==> config.mk <==
export PLATFORM = sky130hd
export DESIGN_NAME = bounce_emulator
export DESIGN_NICKNAME = d
export VERILOG_FILES = /design/src/rtl/bounce_emulator.sv
export SDC_FILE = /design/constraint.sdc
export NUM_CORES = 1
export LEC_CHECK = 0
export BUFFER_PORTS_ARGS = -buffer_cell sky130_fd_sc_hd__buf_2
export CAP_MARGIN = 20
export CORE_ASPECT_RATIO = 1.25
export CORE_MARGIN = 3
export CORE_UTILIZATION = 59
export DETAILED_ROUTE_END_ITERATION = 7
export PLACE_DENSITY = 0.76
export SLEW_MARGIN = 20
export SYNTH_ARGS = -nofsm -noshare
export SYNTH_HDL_FRONTEND = slang
export SYNTH_SLANG_ARGS = --single-unit
==> constraint.sdc <==
create_clock -name i_clk -period 2.4 [get_ports i_clk]
set_clock_uncertainty 0.15 [all_clocks]
set_input_delay 0.12 -clock i_clk [delete_from_list [all_inputs] [get_ports i_clk]]
set_output_delay 0.12 -clock i_clk [all_outputs]
set_load 0.1 [all_outputs]
==> src/rtl/bounce_emulator.sv <==
// Purpose : turns a clean level into a bouncing copy; each input change yields a
//           burst of 1 + 2*N_BOUNCE pseudo-random-spaced toggles, then a settle window.
// Latency : first o_lvl transition lands 1 cycle after the input change; bypass is 1 cycle.
// Backpr. : none; the input is sampled every cycle and a new change restarts the burst.
// Ports   : i_clk, i_rst (sync, active high), i_en (1 = emulate, 0 = bypass),
//           i_clr (clear toggle counter), i_lvl (clean level) ->
//           o_lvl (bouncing level, registered), o_busy (BOUNCE or SETTLE),
//           o_toggle_count (o_lvl transitions, wraps), o_state (0 IDLE, 1 BOUNCE, 2 SETTLE).
module bounce_emulator #(
  parameter int          N_BOUNCE = 3,
  parameter int          MIN_SEG  = 4,
  parameter int          DUR_W    = 4,
  parameter int          SETTLE   = 16,
  parameter logic [15:0] SEED     = 16'hACE1
) (
  input  logic       i_clk,
  input  logic       i_rst,
  input  logic       i_en,
  input  logic       i_clr,
  input  logic       i_lvl,
  output logic       o_lvl,
  output logic       o_busy,
  output logic [7:0] o_toggle_count,
  output logic [1:0] o_state
);

  localparam int SEG_W  = $clog2(MIN_SEG + (1 << DUR_W)) + 1;
  localparam int TMR_W  = $clog2(SETTLE) + 1;
  localparam int LEFT_W = 7;

  typedef enum logic [1:0] {
    S_IDLE   = 2'd0,
    S_BOUNCE = 2'd1,
    S_SETTLE = 2'd2
  } state_t;

  state_t            r_state, w_state_nxt;
  logic [15:0]       r_lfsr, w_lfsr_nxt;
  logic              r_target, w_target_nxt;
  logic              r_lvl, w_lvl_nxt;
  logic [LEFT_W-1:0] r_left, w_left_nxt;
  logic [SEG_W-1:0]  r_seg, w_seg_nxt;
  logic [TMR_W-1:0]  r_tmr, w_tmr_nxt;
  logic [7:0]        r_cnt, w_cnt_nxt;
  logic [SEG_W-1:0]  w_seg_load;
  logic              w_chg;

  // Galois form, taps x^16+x^14+x^13+x^11; free-running, including bypass.
  assign w_lfsr_nxt = r_lfsr[0] ? ({1'b0, r_lfsr[15:1]} ^ 16'hB400)
                                : {1'b0, r_lfsr[15:1]};

  // Counter is preloaded with length-1 so the toggle fires exactly `length`
  // cycles after the load edge.
  assign w_seg_load = SEG_W'(MIN_SEG - 1) + SEG_W'(r_lfsr[DUR_W-1:0]);

  assign w_chg = (i_lvl != r_target);

  always_comb begin
    w_state_nxt  = r_state;
    w_target_nxt = r_target;
    w_lvl_nxt    = r_lvl;
    w_left_nxt   = r_left;
    w_seg_nxt    = r_seg;
    w_tmr_nxt    = r_tmr;

    if (!i_en) begin
      w_state_nxt  = S_IDLE;
      w_target_nxt = i_lvl;
      w_lvl_nxt    = i_lvl;
    end else if (w_chg) begin
      // Same entry from any state: a change mid-burst abandons the partial
      // burst and reloads the full pair count for the new target.
      w_state_nxt  = S_BOUNCE;
      w_target_nxt = i_lvl;
      w_lvl_nxt    = i_lvl;
      w_left_nxt   = LEFT_W'(2 * N_BOUNCE);
      w_seg_nxt    = w_seg_load;
    end else begin
      case (r_state)
        S_BOUNCE: begin
          if (r_seg == '0) begin
            w_lvl_nxt  = ~r_lvl;
            w_left_nxt = r_left - 1'b1;
            w_seg_nxt  = w_seg_load;
            // Even number of extra toggles, so o_lvl is back at target here.
            if (r_left == LEFT_W'(1)) begin
              w_state_nxt = S_SETTLE;
              w_tmr_nxt   = TMR_W'(SETTLE - 1);
            end
          end else begin
            w_seg_nxt = r_seg - 1'b1;
          end
        end
        S_SETTLE: begin
          if (r_tmr == '0) begin
            w_state_nxt = S_IDLE;
          end else begin
            w_tmr_nxt = r_tmr - 1'b1;
          end
        end
        default: begin
        end
      endcase
    end
  end

  // Clear wins over a simultaneous transition.
  always_comb begin
    w_cnt_nxt = r_cnt;
    if (i_clr) begin
      w_cnt_nxt = 8'd0;
    end else if (w_lvl_nxt != r_lvl) begin
      w_cnt_nxt = r_cnt + 8'd1;
    end
  end

  always_ff @(posedge i_clk) begin
    if (i_rst) begin
      r_state  <= S_IDLE;
      r_lfsr   <= SEED;
      r_target <= 1'b0;
      r_lvl    <= 1'b0;
      r_left   <= '0;
      r_seg    <= '0;
      r_tmr    <= '0;
      r_cnt    <= 8'd0;
    end else begin
      r_state  <= w_state_nxt;
      r_lfsr   <= w_lfsr_nxt;
      r_target <= w_target_nxt;
      r_lvl    <= w_lvl_nxt;
      r_left   <= w_left_nxt;
      r_seg    <= w_seg_nxt;
      r_tmr    <= w_tmr_nxt;
      r_cnt    <= w_cnt_nxt;
    end
  end

  assign o_lvl          = r_lvl;
  assign o_busy         = (r_state != S_IDLE);
  assign o_toggle_count = r_cnt;
  assign o_state        = r_state;

endmodule
==> flow_summary.toml <==
[logic_synthesis]
synth_fp_nets = 238
synth_ff_type = "dfxtp_1"
synth_cell_type_count = 47
avgSynthCellArea_sq_um = 9.64
ys_warn_count = 0
async_reset_ff_frac = 0
ys_ff_latch = 46
synth_edf_count = 0
synth_area_sq_um = 2180
yosysSeqAreaShare = 0.423
syn_inst = 226

[global_route]
track_usage = 0.190
grt_overflow = 0
grt_max_degree = 37
antenna_found_initial = 0
grt_first_pass_wirelength_mm = 6.58
grt_pass1_vias = 1541

[timing]
finalSetupTns_ns = 0
hold_violations = 0
layout_min_cycle_time_ns = 2.00
drv_slew = 0
fin_crit_sh = 0.833
rsz0062_at_grt = "no"
maxSlewHeadroom = 0.602
tightest_slew_ns = 0.596
setup-violations-final = 0
fmax_mhz = 500

[die]
rows = 24
die_x_um = 60.3
die_h_um = 73.9
core_area_sq_um = 3510
io_pins = 17
dieArea_sq_um = 4460
initial_core_util = 0.620

[final_layout]
area_growth_pct = 9.42
drive_gt1_frac = 0.205
diodes = 0
seq_area_sq_um = 921
mostFrequentLayoutCells = "dfxtp_1, nor2_1, buf_2, xnor2_1, inv_1"
multi_input_area_sq_um = 1170
fillCellCount = 289
layout_commonest_cell = "dfxtp_1"
nets = 255

[power]
ir_worst_vdd_mv = 0.589
power.density_nw_per_um2 = 681
p_leak_nw = 0.900
p_total_mw = 1.62

[clock_network]
post_cts_resized = 0
cts_max_path_buffers = 2
ctsHoldBuffers = 1
h-tree-depth = 2
cts_buffers = 5
cts_setup_buffers = 0
clock_latency_ns = 0.29
cts.reportedPaths.clkPinSlew_ns = 0.08
cts.sinks = 46
cts_root_buf = "clkbuf_8"
cts_tree = "built"

[placed_design]
post-dp-hpwl_mm = 2.64
gp_congestion = 0.816
port_buffers = 16

[min_path]
worstHoldStart = "i_clr"
hp-class = "in -> reg"

[run_status]
status = "completed"

[critical_path]
arrival_ns = 2.00
cp_max_fo = 6
r2r_start = "r_tmr[0]"
critPathCaptureType = "register"
path_class = "reg -> reg"
cp-startpoint = "r_tmr[0]"
crit_required_ns = 2.40
startpoint_type = "register"

[drt]
viasPerCell = 5.53
drtIter0Drc = 83
vias = 1566
drc = 0
antenna_left = 0
dr.pass1.iters = 4
drt-wirelength-per-cell_um = 13.0
wl_mm = 3.69

[flow_run]
drv_cap = 0
cell type report:
class,count,share of cell area
tap,39,0.0205
sequential,46,0.386
clock buffer,6,0.0346
inverter,11,0.0173
multi-input combinational,160,0.492
clock inverter,2,0.00525
timing repair buffer,19,0.0441
report_power, final:
part           internal [mW]  total (mW)  switching [mW]
Clock                  0.231       0.474           0.243
Sequential             0.807       0.844          0.0362
Combinational          0.113       0.305           0.192
per-stage QoR:
stage	std cells	instance area (sq um)	worst slack (ns)	hold slack (ns)	util
floorplan	226	2180	0.0715	0.0982	-
global placement	274	2280	0.468	0.242	0.649
detailed placement	274	2280	0.420	0.248	0.649
CTS	283	2380	0.404	0.0197	0.678
global route	283	2380	0.294	0.0326	0.678
finish	283	2380	0.401	0.0246	0.678
worst paths after layout:
path | to | slack, ns | cells past startpoint
min reg2reg | r_lfsr[6] | 0.26 | 1
max reg2reg | r_tmr[2] | 0.40 | 7
min | o_toggle_count[4] | 0.02 | 3
max | r_tmr[2] | 0.40 | 7
logic make-up after synthesis:
kind of cell	share of synthesized area
XOR/XNOR	0.0959
adder cells (fa/ha/maj)	0.0402
flip-flops	0.423
buffers and inverters	0.0391
AND/OR/NAND/NOR	0.237
AO/OA/AOI/OAI	0.152
multiplexers	0.0138
cell usage after synthesis (2+ instances only):
| cell type | instances | area [sq um] |
|---|---|---|
| nor2b_1 | 9 | 56.3 |
| nand2_1 | 10 | 37.5 |
| nand2b_1 | 7 | 43.8 |
| o21ai_0 | 6 | 30.0 |
| a41oi_1 | 2 | 17.5 |
| a211oi_1 | 6 | 45.0 |
| a21oi_2 | 2 | 17.5 |
| and4b_1 | 2 | 20.0 |
| a211oi_2 | 4 | 50.1 |
| nand4_1 | 5 | 31.3 |
| buf_2 | 2 | 10.0 |
| inv_1 | 11 | 41.3 |
| dfxtp_1 | 46 | 921 |
| xnor2_1 | 13 | 114 |
| or2_2 | 8 | 50.1 |
| a22oi_1 | 2 | 15.0 |
| and4_1 | 2 | 17.5 |
| clkbuf_1 | 5 | 18.8 |
| nor2_1 | 24 | 90.1 |
| ha_1 | 7 | 87.6 |
| a21oi_1 | 8 | 40.0 |
| xor2_1 | 9 | 78.8 |
| nand3_1 | 6 | 30.0 |
| o22a_1 | 2 | 17.5 |
| mux2i_1 | 3 | 30.0 |
| nor4_1 | 2 | 12.5 |
| nor3_1 | 3 | 15.0 |
per-layer routing:
layer	track usage	part of all wire
met5	0	0
met4	0.0739	0.015
met3	0.0347	0.036
met2	0.325	0.48
met1	0.235	0.47
state kept, by name, summed over array words and instances (netlist names):
register and flops:
r_lfsr 16, o_toggle_count 8, r_left 7, r_seg 6, r_tmr 5, o_state 2
o_lvl 1, r_target 1
worst max-delay path: stages (launching register included):
cell	delay, ns
dfxtp_1	0.33
inv_1	0.07
ha_1	0.16
or3b_1	0.41
o311ai_4	0.41
nor4b_2	0.11
xnor2_1	0.15
a21oi_1	0.08
Note: power is estimated with default switching activity, not from simulation.
